File: src/rtl/ucie_ctl_rx_buffer_ctrl.sv
// RX buffer sequencing/flow controller: gates the buffer from link state, mirrors
// occupancy, returns one credit per drained flit and drains cleanly on link-down.
module ucie_ctl_rx_buffer_ctrl #(
  parameter int DEPTH         = 4,
  parameter int CNT_W         = 3,
  parameter int DRAIN_TIMEOUT = 16,
  parameter int TMO_W         = 5
) (
  input  logic             i_clk,
  input  logic             i_rst,
  input  logic             i_link_up,
  input  logic             i_rdi_pl_valid,
  input  logic             i_fdi_data_valid,
  input  logic             i_overflow_detected,
  input  logic             i_err_clear,
  output logic             o_buffer_en,
  output logic             o_buffer_flush,
  output logic [CNT_W-1:0] o_occupancy,
  output logic [CNT_W-1:0] o_credit_avail,
  output logic             o_credit_return,
  output logic             o_drain_done,
  output logic             o_error,
  output logic [1:0]       o_state
);

  localparam logic [1:0] ST_IDLE   = 2'd0;
  localparam logic [1:0] ST_ACTIVE = 2'd1;
  localparam logic [1:0] ST_DRAIN  = 2'd2;
  localparam logic [1:0] ST_ERROR  = 2'd3;

  localparam logic [CNT_W-1:0] DEPTH_C = CNT_W'(DEPTH);
  localparam logic [TMO_W-1:0] TMO_C   = TMO_W'(DRAIN_TIMEOUT);

  logic [1:0]       state_reg, state_next;
  logic [CNT_W-1:0] occ_reg, occ_next;
  logic [TMO_W-1:0] timer_reg, timer_next;
  logic             buffer_en_reg;
  logic             flush_reg, flush_next;
  logic             credit_ret_reg, credit_ret_next;
  logic             drain_done_reg, drain_done_next;
  logic [CNT_W-1:0] credit_avail_reg;

  logic             wr, rd;
  logic [CNT_W-1:0] occ_upd;

  assign wr = i_rdi_pl_valid & buffer_en_reg;
  assign rd = i_fdi_data_valid;

  // Net occupancy change; simultaneous wr and rd cancel.
  always_comb begin
    occ_upd = occ_reg;
    if (wr && !rd)
      occ_upd = occ_reg + CNT_W'(1);
    else if (rd && !wr)
      occ_upd = occ_reg - CNT_W'(1);
  end

  always_comb begin
    state_next      = state_reg;
    occ_next        = occ_reg;
    timer_next      = timer_reg;
    flush_next      = 1'b0;
    drain_done_next = 1'b0;
    credit_ret_next = 1'b0;
    case (state_reg)
      ST_IDLE: begin
        occ_next = '0;
        if (i_link_up)
          state_next = ST_ACTIVE;
      end
      ST_ACTIVE: begin
        credit_ret_next = rd;
        // Error conditions outrank link-down; occupancy is frozen on error entry.
        if (i_overflow_detected ||
            (wr && !rd && occ_reg == DEPTH_C) ||
            (rd && !wr && occ_reg == '0)) begin
          state_next = ST_ERROR;
        end else begin
          occ_next = occ_upd;
          if (!i_link_up) begin
            state_next = ST_DRAIN;
            timer_next = '0;
          end
        end
      end
      ST_DRAIN: begin
        credit_ret_next = rd;
        timer_next      = timer_reg + TMO_W'(1);
        if (wr || (rd && occ_reg == '0)) begin
          state_next = ST_ERROR;
        end else begin
          occ_next = occ_upd;
          if (occ_upd == '0) begin
            state_next      = ST_IDLE;
            drain_done_next = 1'b1;
          end else if (timer_reg == TMO_C) begin
            state_next = ST_ERROR;
          end
        end
      end
      default: begin
        if (i_err_clear) begin
          state_next = ST_IDLE;
          occ_next   = '0;
          flush_next = 1'b1;
        end
      end
    endcase
  end

  always_ff @(posedge i_clk) begin
    if (i_rst) begin
      state_reg        <= ST_IDLE;
      occ_reg          <= '0;
      timer_reg        <= '0;
      buffer_en_reg    <= 1'b0;
      flush_reg        <= 1'b0;
      credit_ret_reg   <= 1'b0;
      drain_done_reg   <= 1'b0;
      credit_avail_reg <= DEPTH_C;
    end else begin
      state_reg        <= state_next;
      occ_reg          <= occ_next;
      timer_reg        <= timer_next;
      buffer_en_reg    <= (state_next == ST_ACTIVE) || (state_next == ST_DRAIN);
      flush_reg        <= flush_next;
      credit_ret_reg   <= credit_ret_next;
      drain_done_reg   <= drain_done_next;
      credit_avail_reg <= DEPTH_C - occ_next;
    end
  end

  assign o_buffer_en     = buffer_en_reg;
  assign o_buffer_flush  = flush_reg;
  assign o_occupancy     = occ_reg;
  assign o_credit_avail  = credit_avail_reg;
  assign o_credit_return = credit_ret_reg;
  assign o_drain_done    = drain_done_reg;
  assign o_error         = (state_reg == ST_ERROR);
  assign o_state         = state_reg;

endmodule

File: config.mk
export PLATFORM = sky130hd
export DESIGN_NAME = ucie_ctl_rx_buffer_ctrl
export DESIGN_NICKNAME = d
export VERILOG_FILES = /design/src/rtl/ucie_ctl_rx_buffer_ctrl.sv
export SDC_FILE = /design/constraint.sdc
export NUM_CORES = 1
export LEC_CHECK = 0
export BUFFER_PORTS_ARGS = -buffer_cell sky130_fd_sc_hd__buf_2
export CORE_UTILIZATION = 55
export CTS_CLUSTER_DIAMETER = 150
export DETAILED_ROUTE_END_ITERATION = 10
export PLACE_DENSITY = 0.78
export SYNTH_ARGS = -nofsm -noshare
export SYNTH_HDL_FRONTEND = slang
export SYNTH_SLANG_ARGS = --single-unit
File: constraint.sdc
create_clock -name i_clk -period 3.32 [get_ports i_clk]
set_input_delay 0.332 -clock i_clk [delete_from_list [all_inputs] [get_ports i_clk]]
set_output_delay 0.332 -clock i_clk [all_outputs]
set_load 0.01 [all_outputs]
; After elaboration in Yosys (flattened, before gate mapping)
; Index checks and enable logic that the tools add are counted.
[classes]
n_addsub = 4
n_mux = 19
eq_ne = 9
n_bitwise = 3
n_reduce_logical = 20
[op_table]
columns = op, n
row1 = $mux W3, 5
row2 = $mux W2, 7
row3 = $mux W5, 2
row4 = $pmux W5 S2, 1
row5 = $pmux W3 S3, 1
row6 = $eq A2 B2 Y1 const B, 3
row7 = $logic_not A3 Y1, 2
row8 = $pmux W2 S3, 1
row9 = $add A5 B1 Y5 const B, 1
row10 = $eq A5 B5 Y1 const B, 1
row11 = $logic_and A1 B1 Y1, 5
row12 = $eq A2 B1 Y1 const B, 2
row13 = $logic_or A1 B1 Y1, 4
row14 = $ne A2 B2 Y1 const B, 2
row15 = $reduce_or A2 Y1, 2
row16 = $reduce_or A4 Y1, 1
row17 = $add A3 B1 Y3 const B, 1
row18 = $eq A3 B3 Y1 const B, 1
row19 = $reduce_and A3 Y1, 1
row20 = $reduce_or A3 Y1, 1
row21 = $sub A3 B1 Y3 const B, 1
row22 = $sub A3 B3 Y3 const A, 1
row23 = $logic_not A1 Y1, 2
row24 = $logic_not A2 Y1, 1
row25 = other kinds (4), 6
[totals]
wordCells = 63
inputBits = 7
out_inout_bits = 13
register_bits = 17

; Longest topological paths before layout
[logic_depth]
ltp_word = 11
ltp_mapped = 11
depth_no_buf = 10

; Worst setup path before layout
; No wires, ideal clock.
[synth_path]
path_type = register to register
start = register state_reg[1], in the netlist o_state[1]
end = register credit_avail_reg[2], in the netlist o_credit_avail[2]
t_required_ps = 3206
arrival_time_ps = 2255
path_stages_with_launch = 10
slack_ps = 951
path_buffers = 0
period_less_slack_ps = 2369
setup_time_ps = 114
path_cell_list = dfxtp_1 inv_1 ha_1 clkinv_1 a211oi_1 o211ai_1 a22o_1 ha_1 or3_1 a21o_1
[synth_between]
elab_chain_cells = 3
elab_cells_between_ends = 5
classes_between = 1 x add/sub / 2 x eq/ne / 1 x mux / 1 x reduce/logical
[synth_lines]
columns = item, line_no
row1 = from (decl), 34  ; logic [1:0] state_reg, state_next;
row2 = from (signal assigned), 122  ; state_reg <= state_next;
row3 = "$eq A2 B2 Y1, or another cell as far along", 65  ; case (state_reg)
row4 = $pmux W3 S3 *, 65
row5 = $sub A3 B3 Y3 *, 129  ; credit_avail_reg <= DEPTH_C - occ_next;
row6 = to (signal assigned), 129
row7 = to (decl), 41  ; logic [CNT_W-1:0] credit_avail_reg;
; Mark *: on every way between the ends. The rest lies on a longest branch, timed or not.
; A chain may end at the register's enable or synchronous reset.

; Final worst setup path
[layout_path]
start = register occ_reg[1], in the netlist o_occupancy[1]
end = register credit_avail_reg[2], in the netlist o_credit_avail[2]
[layout_between]
elab_chain_cells = 7
elab_cells_between_ends = 17
classes_between = 3 x add/sub / 1 x eq/ne / 6 x mux / 7 x reduce/logical
[layout_lines]
columns = item, line_no
row1 = from (decl), 35  ; logic [CNT_W-1:0] occ_reg, occ_next;
row2 = from (signal assigned), 123  ; occ_reg <= occ_next;
row3 = "parallel branches: the longest is 5 deep, another holds $sub A3 B1 Y3", -
row4 = $pmux W3 S3 *, 65
row5 = $sub A3 B3 Y3 *, 129
; Mark *: on every way between the ends.

==> qor.yml <==
power_density_nw_per_um2: 727.6
dieArea_um2: 2453
drt_iter0_markers: 52
cts_hold_buf: 0
initial_core_util_pct: 60.85
fin_nets: 186
yosys.area.top_type: "dfxtp_1"
synth_cell_type_count: 49
path_clk_slew_ps: 100
wl_per_cell_um: 14.64
clk_latency_ps: 280
io_buffers: 19
gp_congestion: 0.9974
status: "finished clean"
syn_to_final_growth_pct: 9.869
end_kind: "flip-flop"
vias: 1159
finalHoldViolations: 0
min_to: "o_buffer_flush"
worstPathRequired_ps: 3510
die_height_um: 49.53
crit_arrival_ps: 2860
synth_cells: 150
slew_violations: 0
syn_area_um2: 1242
rsz0062_at_grt: "false"
worstHoldPathCells: 2
ir_drop_v: 0.0005284
cts_resized: 0
fin_crit_sh_pct: 80.47
path_max_fanout: 10
synth_ff_type: "dfxtp_1"
ff2ff_path_depth: 10
async_reset_ff_share_pct: 0
pin_count: 20
max_freq_mhz: 374.3
startpoint_type: "flip-flop"
max_stage_delay_ps: 400
rrSetupSlack_ps: 650
cp_slowest_cell: "ha_1"
cts_tree: "done"
synthTopCellsByArea: "dfxtp_1 26%, ha_1 10%, nand2_1 4.5%"
regToRegStartpoint: "o_occupancy[1]"
fillerInstances: 204
setup_tns_ps: 0
worst_r2r_endpoint: "o_credit_avail[2]"
overflow: 0
grt_pass1_wl_um: 4864
yosysWarnings: 0
ys_seq_area_share_pct: 25.78
clk_path_buf_depth: 2
finalCriticalPeriod_ps: 2672
path_cells: "inv_1 > ha_1 > nand2_1 > o21ai_0 > and2_1 > o21ai_0 > a22o_1 > ha_1 > or3_1 > a21o_1"
syn-num-nets: 167
cts_root_buffer: "clkbuf_4"
die_w_um: 49.53
synth_top_area_share_pct: 25.78
grt_max_degree: 15
diodes: 0
route.detailed.drc: 0
ys_ff_latch: 16
htreeDepth: 1
leakage_nw: 0.5979
grt_pass1_vias: 1088
worst_clock_skew_ps: 5.948
dp_hpwl_um: 2170
path_class: "flip-flop to flip-flop"
clock-sinks: 16
drt-vias-per-instance: 5.944
rows: 16
cts_buffers: 3
tightest_slew_ps: 427.9
hp-start: "i_err_clear"
avgSynthCellArea_um2: 8.283
fp.coreArea_um2: 2042
relSlewSlack_pct: 71.48
grt_use_total_pct: 25.69
post-cts-setup-buffers: 0
largest_reg_flops: 5
synth-edff-count: 0
setup_viol: 0
power.total_mw: 0.9932
post-place-ws_ps: 693.9
antenna_left: 0
fin_ws_ps: 648.4
hold_class: "primary input to flip-flop"
routed_wl_um: 2855
drive_gt1_share_pct: 22.02
antenna_found_initial: 0
drv_cap: 0
firstDrtPassIters: 4
-- per-layer routing --
metal	share of wire, %	global-route usage (%)	routed length [um]	vias to the layer above
li1	-	-	-	578
met1	43	34.03	1234	516
met2	48	42.12	1365	61
met3	7.8	4.938	222	4
met4	1.1	7.143	32	0
met5	0	0	0	-
-- area by class of cell --
| type | count | area [um^2] | share of cell area, % |
|---|---|---|---|
| Tap cell | 27 | 33.78 | 2.475 |
| Timing Repair Buffer | 21 | 110.1 | 8.066 |
| Inverter | 12 | 45.04 | 3.300 |
| Sequential cell | 16 | 320.3 | 23.46 |
| Multi-Input combinational cell | 115 | 819.5 | 60.04 |
| Clock buffer | 4 | 36.28 | 2.658 |
-- where the power goes --
part / switching [mW] / internal (mW)
sequential: 0.0393 / 0.237
clock: 0.0621 / 0.0667
combinational: 0.346 / 0.243
total: 0.447 / 0.546
-- metrics by stage --
| stage | hold WS [ps] | cell area [um^2] | std cells | utilization [%] |
|---|---|---|---|---|
| 2_1_floorplan | 403.6 | 1242 | 150 | - |
| 3_3_place_gp | 474.4 | 1329 | 191 | 65.07 |
| 3_5_place_dp | 488.8 | 1329 | 191 | 65.07 |
| 4_1_cts | 373.8 | 1365 | 195 | 66.85 |
| 5_1_grt | 372.0 | 1365 | 195 | 66.85 |
| 6_report | 383.9 | 1365 | 195 | 66.85 |
-- logic make-up (layout without fill, tap and decap cells) --
group           count (synthesis)  after routing  share of synthesized area (%)
simple gates                   52             52                          21.85
mux                             2              2                          1.611
fa+ha+maj                      10             10                          10.07
buf+inv                        19             37                          8.256
flops                          16             16                          25.78
compound gates                 46             46                          28.90
xor+xnor                        5              5                          3.525
-- worst max path at each step --
stage	startpoint	to	slack [ps]	depth (start not counted)
CTS	o_occupancy[1]	o_credit_avail[2]	680	10
floorplan	o_state[1]	o_credit_avail[2]	950	9
finish	o_occupancy[1]	o_credit_avail[2]	650	10
global route	o_occupancy[1]	o_credit_avail[2]	410	10
detailed placement	i_fdi_data_valid	o_credit_avail[2]	690	9
global placement	i_fdi_data_valid	o_credit_avail[2]	720	9
-- synthesized netlist by cell type, drive strengths merged (3+ instances only) --
master,count
xor2,3
nor3,4
a22o,3
nor2,12
o21ai,11
nand2,15
o211ai,5
a21oi,9
ha,10
and3,4
inv,11
buf,6
a211oi,5
dfxtp,16
-- worst max-delay path: cells and delay by family (launching register included) --
family	cells	cell delay, ps
adders and majority gates	2	580
AOI/OAI and AO/OA	4	780
DFF	1	370
and+or+nand+nor	3	680
buffers and inverters	1	160
-- layout by cell type (no fill, tap or decap), types with 2 or more instances in the layout --
cell and count:
buf_2 19, dfxtp_1 16, nand2_1 15, nor2_1 12, inv_1 11, ha_1 10, a21oi_1 8, o21ai_0 7
o211ai_1 5, a211oi_1 3, nor3_1 3, xor2_1 3, o21ai_1 3, and3_1 3, clkbuf_4 3, and3b_1 2
and2_1 2, xnor2_1 2, a31o_2 2, a22o_1 2, mux2i_1 2, a211oi_2 2, nand2b_1 2, or3_1 2
nor2b_1 2, a2bb2oi_1 2, o22ai_1 2, buf_4 2
Note: power is estimated with default switching activity, not from simulation.
